===== src/rtl/uart_tx_sched.sv =====
// Round-robin transmit scheduler in front of the UARTB_CORE TX port.
// Serialises mode/divider writes so they only reach the core while it is fully idle.
module uart_tx_sched #(
  parameter logic [8:0] DIVIDER = 9'd7
) (
  input  logic         clk,
  input  logic         rst,
  input  logic [3:0]   req,
  input  logic [3:0]   burst,
  input  logic [127:0] req_data,
  output logic [3:0]   ack,
  input  logic         cfg_wr,
  input  logic [8:0]   cfg_div,
  input  logic         uart_thre,
  input  logic         uart_tend,
  output logic [31:0]  uart_d,
  output logic         uart_wrtx,
  output logic         uart_wrbaud,
  output logic         cur_mode,
  output logic         busy
);

  localparam logic [2:0] S_INIT    = 3'd0;
  localparam logic [2:0] S_IDLE    = 3'd1;
  localparam logic [2:0] S_DRAIN   = 3'd2;
  localparam logic [2:0] S_SETMODE = 3'd3;
  localparam logic [2:0] S_WRITE   = 3'd4;
  localparam logic [2:0] S_GUARD   = 3'd5;

  logic [2:0]  state_q, state_d;
  logic [8:0]  div_q, div_d;
  logic        cfg_pend_q, cfg_pend_d;
  logic [1:0]  rr_ptr_q, rr_ptr_d;
  logic [1:0]  win_q, win_d;
  logic        tgt_mode_q, tgt_mode_d;
  logic [3:0]  ack_q, ack_d;
  logic [31:0] uart_d_q, uart_d_d;
  logic        wrtx_q, wrtx_d;
  logic        wrbaud_q, wrbaud_d;
  logic        cur_mode_q, cur_mode_d;
  logic        busy_q, busy_d;

  logic        grant_vld;
  logic [1:0]  grant_idx;
  logic [31:0] grant_word;

  // Lowest offset from rr_ptr wins; scanning downwards lets the nearest one overwrite.
  always_comb begin
    grant_vld = 1'b0;
    grant_idx = rr_ptr_q;
    for (int k = 3; k >= 0; k--) begin
      if (req[rr_ptr_q + 2'(k)]) begin
        grant_vld = 1'b1;
        grant_idx = rr_ptr_q + 2'(k);
      end
    end
  end

  assign grant_word = req_data[{grant_idx, 5'b0} +: 32];

  always_comb begin
    state_d    = state_q;
    div_d      = cfg_wr ? cfg_div : div_q;
    cfg_pend_d = cfg_pend_q;
    rr_ptr_d   = rr_ptr_q;
    win_d      = win_q;
    tgt_mode_d = tgt_mode_q;
    ack_d      = 4'b0;
    uart_d_d   = uart_d_q;
    wrtx_d     = 1'b0;
    wrbaud_d   = 1'b0;
    cur_mode_d = cur_mode_q;

    case (state_q)
      S_INIT: begin
        tgt_mode_d = 1'b0;
        state_d    = S_SETMODE;
      end
      S_IDLE: begin
        if (cfg_pend_q) begin
          tgt_mode_d = cur_mode_q;
          state_d    = S_DRAIN;
        end else if (grant_vld) begin
          win_d = grant_idx;
          if (burst[grant_idx] != cur_mode_q) begin
            tgt_mode_d = burst[grant_idx];
            state_d    = S_DRAIN;
          end else if (uart_thre) begin
            state_d = S_WRITE;
          end
        end
      end
      S_DRAIN:   if (uart_tend) state_d = S_SETMODE;
      S_SETMODE: state_d = S_GUARD;
      S_WRITE:   state_d = S_GUARD;
      S_GUARD:   state_d = S_IDLE;
      default:   state_d = S_INIT;
    endcase

    // Strobes are registered, so they are launched on the edge that enters the state.
    if (state_d == S_SETMODE) begin
      wrbaud_d   = 1'b1;
      uart_d_d   = {tgt_mode_d, 22'b0, div_q};
      cur_mode_d = tgt_mode_d;
      cfg_pend_d = 1'b0;
    end
    if (state_d == S_WRITE) begin
      wrtx_d   = 1'b1;
      ack_d    = 4'b0001 << win_d;
      uart_d_d = burst[win_d] ? grant_word : {24'b0, grant_word[7:0]};
      rr_ptr_d = win_d + 2'd1;
    end
    // A new divider request landing on the SETMODE edge must not be lost.
    if (cfg_wr) cfg_pend_d = 1'b1;

    busy_d = (state_d != S_IDLE);
  end

  always_ff @(posedge clk) begin
    if (rst) begin
      state_q    <= S_INIT;
      div_q      <= DIVIDER;
      cfg_pend_q <= 1'b0;
      rr_ptr_q   <= 2'd0;
      win_q      <= 2'd0;
      tgt_mode_q <= 1'b0;
      ack_q      <= 4'b0;
      uart_d_q   <= 32'b0;
      wrtx_q     <= 1'b0;
      wrbaud_q   <= 1'b0;
      cur_mode_q <= 1'b0;
      busy_q     <= 1'b1;
    end else begin
      state_q    <= state_d;
      div_q      <= div_d;
      cfg_pend_q <= cfg_pend_d;
      rr_ptr_q   <= rr_ptr_d;
      win_q      <= win_d;
      tgt_mode_q <= tgt_mode_d;
      ack_q      <= ack_d;
      uart_d_q   <= uart_d_d;
      wrtx_q     <= wrtx_d;
      wrbaud_q   <= wrbaud_d;
      cur_mode_q <= cur_mode_d;
      busy_q     <= busy_d;
    end
  end

  assign ack         = ack_q;
  assign uart_d      = uart_d_q;
  assign uart_wrtx   = wrtx_q;
  assign uart_wrbaud = wrbaud_q;
  assign cur_mode    = cur_mode_q;
  assign busy        = busy_q;

endmodule


===== config.mk =====
export PLATFORM = sky130hd
export DESIGN_NAME = uart_tx_sched
export DESIGN_NICKNAME = d
export VERILOG_FILES = /design/src/rtl/uart_tx_sched.sv
export SDC_FILE = /design/constraint.sdc
export NUM_CORES = 1
export LEC_CHECK = 0
export CAP_MARGIN = 5
export CORE_MARGIN = 8
export CORE_UTILIZATION = 40
export CTS_CLUSTER_DIAMETER = 30
export DETAILED_ROUTE_END_ITERATION = 8
export PLACE_DENSITY = 0.86
export SETUP_SLACK_MARGIN = 0.1
export SLEW_MARGIN = 15
export SYNTH_ARGS = -nofsm -noshare
export SYNTH_HDL_FRONTEND = slang
export SYNTH_SLANG_ARGS = --single-unit

===== constraint.sdc =====
create_clock -name clk -period 4.6 [get_ports clk]
set_clock_uncertainty 0.15 [all_clocks]
set_input_delay 0.92 -clock clk [delete_from_list [all_inputs] [get_ports clk]]
set_output_delay 0.92 -clock clk [all_outputs]
set_load 0.01 [all_outputs]

-- Yosys cells after proc, flatten, opt, wreduce, memory -nomap -nowiden
Cells that the tools add are included.
- input bits: 150
- logic and storage cells: 79
- bits in registers: 58
- equality and inequality tests: 9
- add/subtract/negate cells: 4
- bitwise operators: 1
- reductions and logical operators: 5
- muxes and demuxes: 40
- order comparisons: 6
- shift operators: 2
- operators by type and width (operator ; count):
    $shiftx A128 B8 Y32 ; 1
    $mux W32 ; 3
    $lt A2 B3 Y1 const B ; 6
    $mux W1 ; 17
    $mux W3 ; 5
    $pmux W3 S5 ; 1
    $mux W2 ; 7
    $bmux W1 S2 ; 6
    $eq A3 B2 Y1 const B ; 3
    $eq A3 B3 Y1 const B ; 3
    $add A2 B1 Y2 const B ; 2
    $add A2 B2 Y2 const B ; 2
    $reduce_bool A2 Y1 ; 2
    $reduce_or A2 Y1 ; 2
    $shl A1 B2 Y4 const A ; 1
    $eq A3 B1 Y1 const B ; 1
    $logic_not A3 Y1 ; 1
    $ne A3 B1 Y1 const B ; 1
    $pmux W1 S2 ; 1
    $ne A1 B1 Y1 ; 1
    $not A1 Y1 ; 1

-- Depth between registers and ports, before layout
- depth in word-level cells: 17
- gate-level depth with buffers: 10
- gate-level depth less buffers: 8

-- Worst setup path after synthesis
Ideal clock, no wire load.
- path kind: input-to-reg
- from: input port req[0]
- to: register uart_d_q[31], in the netlist uart_d[31]
- setup slack: 1.203 ns
- data required time: 4.328 ns
- data arrival time: 3.125 ns
- library setup time: 0.122 ns
- cell stages on the path: 8
- buffers on the path: 1
- cells stage by stage: nor4_2 > nor2_1 > mux2i_2 > mux4_2 > and4_1 > buf_2 > and2_0 > a221o_1
- cells in the longest elaborated chain, start to end: 15
- elaborated cells between the ends (all ways): 39
- those cells by class: 3 x eq/ne; 1 x shift; 34 x mux; 1 x reduce/logical
- RTL lines (element ; line ; text):
    start: declaration ; 8 ; input logic [3:0] req,
    $bmux W1 S2 ; 52 ; if (req[rr_ptr_q + 2'(k)]) begin
    $mux W1 (implied by the code) ; 52 ;
    $mux W2 (4 in series) ; 52 ;
    $bmux W1 S2 ; 85, 86 ;
    $mux W1 (implied by the code) ; 85, 86 ;
    $ne A1 B1 Y1 ; 85 ; if (burst[grant_idx] != cur_mode_q) begin
    $mux W3 / $mux W1 (equally long branches) ; 85 ;
    $mux W3 / $mux W1 (equally long branches) ; 83 ; end else if (grant_vld) begin
    $mux W3 / $mux W1 (equally long branches) ; 80 ; if (cfg_pend_q) begin
    $pmux W3 S5 / $pmux W1 S2 (equally long branches) ; 74 ; case (state_q)
    $eq A3 B3 Y1, or another cell as far along ; 107 ; if (state_d == S_WRITE) begin
    $mux W32 / $reduce_bool A2 Y1 (equally long branches) ; -- ;
    end signal: assignment ; 141 ; uart_d_q <= uart_d_d;
    end: declaration ; 37 ; logic [31:0] uart_d_q, uart_d_d;
Parallel ways exist; a longest one is shown, timed or not. The select of a mux whose other input is x is not followed.
A chain may end at the register's enable or synchronous reset.

-- Worst setup path in the final report
- from: input port req[1]
- to: register uart_d_q[9], in the netlist uart_d[9]
- cells in the longest elaborated chain, start to end: 15
- elaborated cells between the ends (all ways): 34
- those cells by class: 3 x eq/ne; 1 x shift; 29 x mux; 1 x reduce/logical
- RTL lines (element ; line):
    $bmux W1 S2 ; 52
    $mux W1 (implied by the code) ; 52
    $mux W2 (4 in series) ; 52
    $bmux W1 S2 ; 85
    $mux W1 (implied by the code) ; 85
    $ne A1 B1 Y1 ; 85
    $mux W3 ; 85
    $mux W3 ; 83
    $mux W3 ; 80
    $pmux W3 S5 ; 74
    $eq A3 B3 Y1 / $eq A3 B2 Y1 (equally long branches) ; 107, 101
    $mux W32 / $reduce_bool A2 Y1 (equally long branches) ; --
Parallel ways exist; a longest one is shown, timed or not. The select of a mux whose other input is x is not followed.

==> metrics.cfg <==
[grt]
grtUsageTotal=0.2023
first_global_vias=3377
grt_overflow=0
antenna_found_initial=0
grt_max_degree=33
grt_pass1_wl_mm=17.57

[finish]
design_area_mm2=0.005249
fin_nets=602
areaGrowthSynthToFinish_pct=68.47
drive_gt1_frac=0.1457
diodes=0
fin_util=0.6864
final_cells=555

[power_and_ir_drop]
seqPwrFrac=0.350
powerDensity_mw_per_mm2=331.2
ir_drop_v=0.0001745
p_leak_nw=1.878
finalPower_w=0.001738
intPower_w=0.001184
clkPwrFrac=0.235
p_sw_frac=0.3191
comb_power_share=0.415
p_sw_w=0.0005547

[logic_synthesis]
synth.area.mux_share=0.2896
synth_xor_xnor_area_share=0.005622
synth_compound_area_frac=0.1859
seq_area_frac_synth=0.3727
syn_area_mm2=0.003115
synth.distinct_cells=51
netlist_instances=266
syn-num-nets=416
yosys_warnings=0
ys_ff_latch=58
synthArstFlopShare=0
synth_top_family_by_area=multiplexers
yosys.area_share.simple=0.1032
syn_area_per_cell_um2=11.71
synthAdderAreaFrac=0
synth_flop_cell=dfxtp_1
synth_edf_count=0

[worst_setup_path]
crit_path_end_kind=register
crit_type=in2reg
critical_path.max_fanout=21
timing.reg2reg.setup_slack_ns=1.47
cp-start-kind=input pin
arrival_ns=4.04
required_ns=4.67

[floorplanning]
fp.dieH_um=104.3
io-pin-count=190
design.core.area_mm2=0.007647
dieArea_mm2=0.01087
die_w_um=104.3
std_cell_rows=32
start_util=0.4074

[timing]
tns_ns=0
rsz0062_at_grt=false
period_share=0.8625
maxSlewHeadroom=0.5512
setup_viol=0
finalHoldViolCount=0
worst_slew_pin_slew_ns=0.6676
max_freq_mhz=252.0
fin_crit_ns=3.968
final_max_slew_viol_count=0

[route]
drtIter0Drc=165
ant_nets=0
vias_per_cell=5.459
drcViolationCount=0
vias=3030
wl_per_cell_um=19.66
routed_wirelength_mm=10.91
first_pass_iters=4

[placed_design]
placed_cells=543
port_buffers=189
dpl_cell_area_mm2=0.005084
gp_congestion=0.8683
hpwl_mm=8.930

[cts]
clk_pin_slew_worst_paths_ns=0.06
cts.htree.levels=3
numClockSinks=58
clk_latency_ns=0.33
cts_setup_buffers=0
root_buffer=clkbuf_8
cts_tree=built
cts_hold_buf=0
clockBufferDepth=2
cts_resized=0
cts_buffers=9

[run]
cap_viol_max_count=0

[outcome]
outcome=finished clean

[min_path]
hp-class=reg2reg

==> cell usage after synthesis, drive strengths merged, types with 2 or more instances <==
library cell,count,area share
dfxtp,58,0.37
o21ai,3,0.0048
a211oi,4,0.015
nor2b,3,0.0060
inv,6,0.0072
o211ai,8,0.019
mux2,2,0.0072
o22ai,3,0.0060
mux4,34,0.25
nand2b,2,0.0040
nor3,2,0.0032
clkbuf,11,0.013
nand2,12,0.018
xnor2,2,0.0056
nand3b,2,0.0048
mux2i,11,0.037
a22o,22,0.062
a221o,2,0.0064
or3,2,0.0040
buf,11,0.022
a21oi,12,0.019
and2,8,0.016
a32oi,8,0.022
nor2,21,0.025
nor4,2,0.0060
nor4b,2,0.0056
==> kinds of logic after synthesis <==
logic type / after synthesis
AO/OA/AOI/OAI: 71
AND/OR/NAND/NOR: 60
flip-flops: 58
multiplexers: 47
buffers and inverters: 28
XOR/XNOR: 2
==> final cells by class <==
type	count	area, um2
clock buffers	12	165.2
repair buffers	197	1952
well taps	102	127.6
fillers	575	2399
inverters	6	22.52
flip-flops and latches	58	1161
multi-input cells	180	1821
==> per-stage QoR <==
step / worst slack, ns / hold WS [ns]
after floorplan: 1.203 / 0.2903
after global placement: 0.4524 / 0.3124
after detailed placement: 0.3398 / 0.3109
after CTS: 0.6637 / 0.3313
after global routing: 0.4783 / 0.3442
final: 0.6325 / 0.3290
==> per-layer routing <==
| metal | up-vias | global-route usage | wire length [um] |
|---|---|---|---|
| li1 | 1421 | - | - |
| met1 | 1445 | 0.2168 | 4182 |
| met2 | 150 | 0.3433 | 5482 |
| met3 | 14 | 0.09046 | 1018 |
| met4 | 0 | 0.07446 | 225 |
| met5 | - | 0 | 0 |
==> worst max-delay path, cell delays in order <==
cell and delay (ns):
clkdlybuf4s50_1 0.51, nor4_2 0.65, nor2_1 0.21, mux2i_2 0.46, mux4_2 0.57, and4_1 0.26, buf_4 0.22, a22o_1 0.22
==> flip-flops by register name (all words and copies together), names as in the netlist <==
| name | flops |
|---|---|
| ack | 4 |
| busy | 1 |
| cfg_pend_q | 1 |
| cur_mode | 1 |
| div_q | 9 |
| rr_ptr_q | 2 |
| state_q | 3 |
| tgt_mode_q | 1 |
| uart_d | 32 |
| uart_wrbaud | 1 |
| uart_wrtx | 1 |
| win_q | 2 |
==> path summary, 6_finish.rpt <==
path                                    to         from  cells after the start
worst max register to register   uart_d[9]  rr_ptr_q[1]                      8
worst min-delay path            uart_d[19]   uart_d[19]                      1
worst min register to register  uart_d[19]   uart_d[19]                      1
worst max-delay path             uart_d[9]       req[1]                      8
==> power groups by stage <==
stage / Sequential [W] / Combinational, W / Clock, W
after global routing: 0.000617 / 0.000781 / 0.000445
after CTS: 0.000608 / 0.000726 / 0.000415
after detailed placement: 0.000618 / 0.000722 / 0
after global placement: 0.000617 / 0.000705 / 0
final: 0.000609 / 0.000721 / 0.000409
after floorplan: 0.000617 / 0.000436 / 0
==> layout by cell type (no fill, tap or decap), types with 2 or more instances in the layout <==
cell type,n
dfxtp_1,58
and2_0,2
buf_4,8
inv_1,5
a211oi_1,2
a32oi_1,8
a22o_1,22
nand2b_1,2
and2_1,6
a21oi_1,12
or3_1,2
xnor2_1,2
o21ai_1,2
clkbuf_8,12
o22ai_1,3
nand3b_1,2
mux2_2,2
nand2_1,10
mux4_2,34
nor3_1,2
nor2_1,21
o211ai_1,8
mux2i_1,10
clkdlybuf4s50_1,189
nor4b_1,2
nor2b_1,3
a221o_1,2
Power figures use the tool's default switching activity.
